<file path="config.mk">
export PLATFORM = sky130hd
export DESIGN_NAME = hsv_convert_seq_flat
export DESIGN_NICKNAME = d
export VERILOG_FILES = /design/src/rtl/hsv_convert_seq_if.sv /design/src/rtl/hsv_convert_seq.sv /design/src/flat_wrapper.sv
export SDC_FILE = /design/constraint.sdc
export NUM_CORES = 1
export LEC_CHECK = 0
export CAP_MARGIN = 10
export CORE_UTILIZATION = 50
export DETAILED_ROUTE_END_ITERATION = 7
export GPL_ROUTABILITY_DRIVEN = 1
export PLACE_DENSITY = 0.78
export SLEW_MARGIN = 10
export SYNTH_ARGS = -nofsm -noshare
export SYNTH_HDL_FRONTEND = slang
export SYNTH_SLANG_ARGS = --single-unit
</file>
<file path="constraint.sdc">
create_clock -name clk -period 16.1 [get_ports clk]
set_input_delay 2.415 -clock clk [delete_from_list [all_inputs] [get_ports clk]]
set_output_delay 2.415 -clock clk [all_outputs]
set_load 0.02 [all_outputs]
</file>
<file path="src/rtl/hsv_convert_seq_if.sv">
// rtl/hsv_convert_seq_if.sv - pixel-in / hsv-out handshake bundle for the converter
interface hsv_convert_seq_if #(
    parameter int H_W = 9,
    parameter int S_W = 8
);
    logic           in_valid;
    logic           in_ready;
    logic [15:0]    rgb;
    logic           out_valid;
    logic           out_ready;
    logic [H_W-1:0] h;
    logic [S_W-1:0] s;
    logic [7:0]     v;

    modport master (output in_valid, rgb, out_ready, input in_ready, out_valid, h, s, v);
    modport slave  (input in_valid, rgb, out_ready, output in_ready, out_valid, h, s, v);
endinterface

</file>
<file path="src/rtl/hsv_convert_seq.sv">
// rtl/hsv_convert_seq.sv - handshaked RGB565-to-HSV converter with one shared bit-serial divider
module hsv_convert_seq #(
    parameter int H_SCALE = 360,
    parameter int H_W     = 9,
    parameter int S_MAX   = 255,
    parameter int S_W     = 8
) (
    input logic              clk,
    input logic              rst_n,
    hsv_convert_seq_if.slave bus
);
    localparam logic [23:0] S_FULL  = 24'(S_MAX);
    localparam logic [23:0] H_SIXTH = 24'(H_SCALE / 6);
    localparam logic [15:0] OFF_G   = 16'(H_SCALE / 3);
    localparam logic [15:0] OFF_B   = 16'(2 * H_SCALE / 3);
    localparam logic [16:0] H_FULL  = 17'(H_SCALE);

    typedef enum logic [2:0] {IDLE, CALC, DIV_S, DIV_H, DONE} state_t;
    state_t state, state_nx;

    logic           ready_en;
    logic           calc_ph;
    logic [15:0]    rgb_q;
    logic [7:0]     mx_q, d_q, n_mag_q;
    logic           n_neg_q;
    logic [15:0]    off_q;
    logic [H_W-1:0] h_q;
    logic [S_W-1:0] s_q;
    logic [7:0]     v_q;
    logic [3:0]     cnt_q;
    logic [7:0]     rem_q, dvs_q;
    logic [15:0]    quo_q;

    logic           accept;
    logic [7:0]     r, g, b, mx, mn, n_mag;
    logic           n_neg;
    logic [15:0]    off;
    logic [8:0]     trial;
    logic           fits;
    logic [7:0]     rem_nx;
    logic [15:0]    quo_nx;
    logic [23:0]    s_dividend, h_dividend;
    logic [H_W-1:0] h_next;

    assign accept        = bus.in_valid && (state == IDLE) && ready_en;
    assign bus.in_ready  = (state == IDLE) && ready_en;
    assign bus.out_valid = (state == DONE);
    assign bus.h         = h_q;
    assign bus.s         = s_q;
    assign bus.v         = v_q;

    always_comb begin
        r     = 8'((16'(rgb_q[15:11]) * 16'd255) / 16'd31);
        g     = 8'((16'(rgb_q[10:5]) * 16'd255) / 16'd63);
        b     = 8'((16'(rgb_q[4:0]) * 16'd255) / 16'd31);
        mn    = (r < g) ? r : g;
        mx    = b;
        off   = OFF_B;
        n_neg = r < g;
        n_mag = n_neg ? (g - r) : (r - g);
        if (b < mn) mn = b;
        // Ties at the maximum resolve to r first, then g.
        if (r >= g && r >= b) begin
            mx    = r;
            off   = 16'd0;
            n_neg = g < b;
            n_mag = n_neg ? (b - g) : (g - b);
        end else if (g >= b) begin
            mx    = g;
            off   = OFF_G;
            n_neg = b < r;
            n_mag = n_neg ? (r - b) : (b - r);
        end
    end

    // Restoring step: the remainder always stays below the divisor, so 8 bits hold it.
    always_comb begin
        trial  = {rem_q, quo_q[15]};
        fits   = trial >= {1'b0, dvs_q};
        rem_nx = fits ? 8'(trial - {1'b0, dvs_q}) : trial[7:0];
        quo_nx = {quo_q[14:0], fits};
    end

    assign s_dividend = 24'(d_q) * S_FULL;
    assign h_dividend = 24'(n_mag_q) * H_SIXTH;

    always_comb begin
        if (!n_neg_q)
            h_next = H_W'(17'(off_q) + 17'(quo_nx));
        else if (quo_nx > off_q)
            h_next = H_W'(17'(off_q) + H_FULL - 17'(quo_nx));
        else
            h_next = H_W'(17'(off_q) - 17'(quo_nx));
    end

    always_comb begin
        state_nx = state;
        case (state)
            IDLE:    if (accept) state_nx = CALC;
            CALC:    if (calc_ph) state_nx = (d_q == 8'd0) ? DONE : DIV_S;
            DIV_S:   if (cnt_q == 4'd15) state_nx = DIV_H;
            DIV_H:   if (cnt_q == 4'd15) state_nx = DONE;
            DONE:    if (bus.out_ready) state_nx = IDLE;
            default: state_nx = IDLE;
        endcase
    end

    always_ff @(posedge clk) begin
        if (!rst_n) begin
            state    <= IDLE;
            ready_en <= 1'b0;
            calc_ph  <= 1'b0;
            rgb_q    <= '0;
            mx_q     <= '0;
            d_q      <= '0;
            n_mag_q  <= '0;
            n_neg_q  <= 1'b0;
            off_q    <= '0;
            h_q      <= '0;
            s_q      <= '0;
            v_q      <= '0;
            cnt_q    <= '0;
            rem_q    <= '0;
            dvs_q    <= '0;
            quo_q    <= '0;
        end else begin
            state    <= state_nx;
            ready_en <= 1'b1;
            case (state)
                IDLE: if (accept) rgb_q <= bus.rgb;
                // CALC spends one cycle registering the channel terms and one dispatching on them.
                CALC: begin
                    calc_ph <= ~calc_ph;
                    if (!calc_ph) begin
                        mx_q    <= mx;
                        d_q     <= mx - mn;
                        n_mag_q <= n_mag;
                        n_neg_q <= n_neg;
                        off_q   <= off;
                        v_q     <= mx;
                    end else if (d_q == 8'd0) begin
                        h_q <= '0;
                        s_q <= '0;
                    end else begin
                        rem_q <= s_dividend[23:16];
                        quo_q <= s_dividend[15:0];
                        dvs_q <= mx_q;
                        cnt_q <= '0;
                    end
                end
                DIV_S: begin
                    cnt_q <= cnt_q + 4'd1;
                    if (cnt_q == 4'd15) begin
                        s_q   <= S_W'(quo_nx);
                        rem_q <= h_dividend[23:16];
                        quo_q <= h_dividend[15:0];
                        dvs_q <= d_q;
                    end else begin
                        rem_q <= rem_nx;
                        quo_q <= quo_nx;
                    end
                end
                DIV_H: begin
                    cnt_q <= cnt_q + 4'd1;
                    rem_q <= rem_nx;
                    quo_q <= quo_nx;
                    if (cnt_q == 4'd15) h_q <= h_next;
                end
                default: ;
            endcase
        end
    end
endmodule

</file>
<file path="src/flat_wrapper.sv">
// flat-port wrapper written by rule: the top's interface ports become plain ports
module hsv_convert_seq_flat 
#(
    parameter int H_SCALE = 360,
    parameter int H_W     = 9,
    parameter int S_MAX   = 255,
    parameter int S_W     = 8
)
  (clk, rst_n, bus_in_valid, bus_rgb, bus_out_ready, bus_in_ready, bus_out_valid, bus_h, bus_s, bus_v);
  hsv_convert_seq_if #(.H_W(H_W), .S_W(S_W)) bus_i ();
  input logic clk;
  input logic rst_n;
  input wire logic [$bits(bus_i.in_valid)-1:0] bus_in_valid;
  input wire logic [$bits(bus_i.rgb)-1:0] bus_rgb;
  input wire logic [$bits(bus_i.out_ready)-1:0] bus_out_ready;
  output wire logic [$bits(bus_i.in_ready)-1:0] bus_in_ready;
  output wire logic [$bits(bus_i.out_valid)-1:0] bus_out_valid;
  output wire logic [$bits(bus_i.h)-1:0] bus_h;
  output wire logic [$bits(bus_i.s)-1:0] bus_s;
  output wire logic [$bits(bus_i.v)-1:0] bus_v;
  assign bus_i.in_valid = bus_in_valid;
  assign bus_i.rgb = bus_rgb;
  assign bus_i.out_ready = bus_out_ready;
  assign bus_in_ready = bus_i.in_ready;
  assign bus_out_valid = bus_i.out_valid;
  assign bus_h = bus_i.h;
  assign bus_s = bus_i.s;
  assign bus_v = bus_i.v;
  hsv_convert_seq #(.H_SCALE(H_SCALE), .H_W(H_W), .S_MAX(S_MAX), .S_W(S_W)) u_core (.clk(clk), .rst_n(rst_n), .bus(bus_i));
endmodule
</file>
==> metrics.txt <==
Worst Reg2Reg Path Length in Cells=57; largest family of logic cells by synthesized area=compound AO/OA/AOI/OAI gates; most common cell after layout, fill and taps aside=ha_1; CTS tree=yes; # fillers=3326; via count=17100; Fin Setup TNS=0 ns; Top cell by count, worst path=a21o_1; largest net degree at the start of global routing=105; Worst-Margin Slew=1.19 ns; Layout Cells excl Fill=2754; Starting Density=0.506; post-synth top area cell=ha_1; synthesis-stage register bit count=102; mux contribution to synthesized area=0.0292; max-cap violations=0; PostCTS Resize Cnt=0; Placed Cells=2738; pre-CTS WS=1.56 ns; Async SR Flop Fraction=0; Final Routed Wirelength=47700 um; gr usage total=0.252; worst hold path class=flop to flop; share of layout cells above drive strength 1=0.0770; die footprint=37700 um^2; # DRC=0; Yosys Warn Count=0; most frequent cells in the layout=221 x ha_1, 214 x nand2_1, 202 x inv_1; Num CTS Buffers=9; HPWL after detailed placement=38000 um; area of placed instances=19300 um^2; Mapped Cells=2287; Worst Clk Skew=0.0201 ns; Layout Nets=2611; Area Growth Syn to Fin=5.93%; Die Y=194 um; Hold Buf Count CTS=0; Post-synth EDFFs=0; row count=70; arrival time worst endpoint=15.19 ns; max-slew violations=0; initial antenna violation count=0; RR Startpoint=u_core.rgb_q[8]$_SDFFE_PN0P_; Max Fclk=67.3 MHz; I/O Pins=47; Clock Tree Root=clkbuf_16; library cells used by synthesis=137; Core Box Area=36500 um^2; routability cong.=0.956; VDD IR max=0.000146 V; worst reg2reg endpoint=u_core.d_q[7]$_SDFFE_PN0P_; H-tree lvl count=3; setup bufs post-CTS=0; antenna viol nets, final=0; clk_lat worst skew=0.37 ns; Syn Nets=2617; Tmin final=14.87 ns; final hold violations=0; Setup violations, final=0; status=completed; top cells by area, synth=ha_1 15%, dfxtp_1 11%, fa_1 9.6%; Worst EP required=16.42 ns; first-pass GRT wire length=80100 um; final instance area=19600 um^2; sequential area share after synthesis=0.111; delay-heaviest family, CP=compound AO/OA/AOI/OAI gates; Hold Path End=u_core.cnt_q[3]$_SDFFE_PN0P_; drt first pass iters=5; post-DR wirelength/cell=17.3 um; Synth Area in Compound Gates=0.306; Tcrit/Tclk final=0.924; crit path buf inv count=7; Avg Synthesized Cell Area=8.08 um^2; Synth Flop Type=dfxtp_1; CTS Buffer Depth=2; post-synthesis xor/xnor area fraction=0.0527; Critical Path End Type=flop; Slowest-stage cell, CP=a32oi_1; ant diodes=0; vias in the first global route=16400; Horiz. Die Dim=194 um; CP Launch Type=flop; Clock transition at path regs=0.09 ns; Yosys top cell area share=0.150; Hold Startpoint=u_core.cnt_q[3]$_SDFFE_PN0P_; crit-path max cell delay=0.87 ns; static leakage=8.81 nW; Crit Path Class=flop to flop; setup ws final=1.23 ns; crit-path max FO=31; DRT iter0 DRCs=1479; TritonCTS Sinks=102; IO Port Bufs=46; slew margin rel.=0.206; flop2flop setup slack=1.23 ns; simple-gate area share of the yosys netlist=0.194; grt ovf=0; post-synthesis adder-cell area fraction=0.247; unrepaired setup endpoints after global routing=no; pwr dens=210 nW/um^2; Netlist Area Pre-Place=18500 um^2; drt via density=6.19; hold depth=1
## cells in the mapped netlist (8+ instances only)
cell       count
ha_1         221
o211a_1       31
mux2i_1       30
dfxtp_1      102
a31oi_1       22
mux2_2        12
a31o_2         8
nand4_1       21
nor3_1        39
o2111ai_1      8
or2_2         14
clkbuf_1      58
o31ai_1       13
a21boi_0      37
a21oi_1      125
nor3b_1       10
or3_1         17
o21ai_0      120
nor2b_1       56
a21o_1        58
and3_1        22
a221oi_1      11
o211ai_1      37
a211oi_1      22
o21a_1        19
and2_1        36
inv_1        202
nand3b_1       8
a211o_1       15
nor4_1        12
a22oi_1       26
nand3_1       57
o21ai_1       19
nor2_1       119
o21bai_1      20
xnor2_1       66
fa_1          89
nand2_1      214
a221o_1        9
nand2b_1      21
xor2_1        34
## power breakdown
part | switching (mW) | internal, mW
Clock | 0.116 | 0.109
Combinational | 2.12 | 1.43
Sequential | 0.0532 | 0.273
Total | 2.29 | 1.81
## cell families after synthesis
| logic type | count (synthesis) |
|---|---|
| adder cells (fa/ha/maj) | 312 |
| flip-flops | 102 |
| multiplexers | 49 |
| buffers and inverters | 283 |
| XOR/XNOR | 106 |
| AO/OA/AOI/OAI | 744 |
| AND/OR/NAND/NOR | 691 |
## through the flow
step | util | hold WS (ns) | power (mW)
2_1_floorplan | - | 0.432 | 3.10
3_3_place_gp | 0.528 | 0.452 | 3.73
3_5_place_dp | 0.528 | 0.478 | 3.81
4_1_cts | 0.536 | 0.491 | 4.06
5_1_grt | 0.536 | 0.520 | 4.53
6_report | 0.536 | 0.495 | 4.10
## flip-flops by register name (all words and copies together) (netlist names), 4 cells and up
register / count
u_core.d_q: 8
u_core.bus.s: 8
u_core.bus.v: 8
u_core.bus.h: 9
u_core.n_mag_q: 8
u_core.quo_q: 16
u_core.rgb_q: 16
u_core.rem_q: 8
u_core.cnt_q: 4
u_core.dvs_q: 8
## metal layers
layer  GRT usage  vias up  wire length, um
li1            -     8313                -
met1       0.341     8235            22100
met2       0.439      470            22800
met3      0.0228       41             2100
met4      0.0470        0              645
met5           0        -                0
## how the worst max path moves through the flow
stage | from | end | slack [ns] | depth (start not counted)
floorplan | u_core.rgb_q[5]$_SDFFE_PN0P_ | u_core.d_q[7]$_SDFFE_PN0P_ | 2.98 | 61
global placement | u_core.rgb_q[5]$_SDFFE_PN0P_ | u_core.d_q[7]$_SDFFE_PN0P_ | 1.92 | 56
detailed placement | u_core.rgb_q[5]$_SDFFE_PN0P_ | u_core.d_q[7]$_SDFFE_PN0P_ | 1.56 | 57
CTS | u_core.rgb_q[5]$_SDFFE_PN0P_ | u_core.d_q[7]$_SDFFE_PN0P_ | 1.47 | 57
global route | u_core.rgb_q[5]$_SDFFE_PN0P_ | u_core.d_q[7]$_SDFFE_PN0P_ | 0.29 | 57
finish | u_core.rgb_q[8]$_SDFFE_PN0P_ | u_core.d_q[7]$_SDFFE_PN0P_ | 1.23 | 57
## worst register-to-register path: cells and delay by family, from the launching register on
kind | cells | cell delay (ns)
AOI/OAI and AO/OA | 29 | 7.71
adders and majority gates | 9 | 3.55
and+or+nand+nor | 8 | 1.66
buffers and inverters | 7 | 0.88
DFF | 1 | 0.38
muxes | 2 | 0.37
xor gates and xnor gates | 2 | 0.25
## final cells by class
cell class                 count  area (um^2)  share of cell area
multi-input combinational   1902        15300               0.783
sequential                   102         2040               0.104
inverter                     209          785              0.0401
tap                          468          586              0.0299
timing repair buffer          57          538              0.0275
clock buffer                   9          225              0.0115
clock inverter                 7         65.1             0.00333
Power figures use the tool's default switching activity.
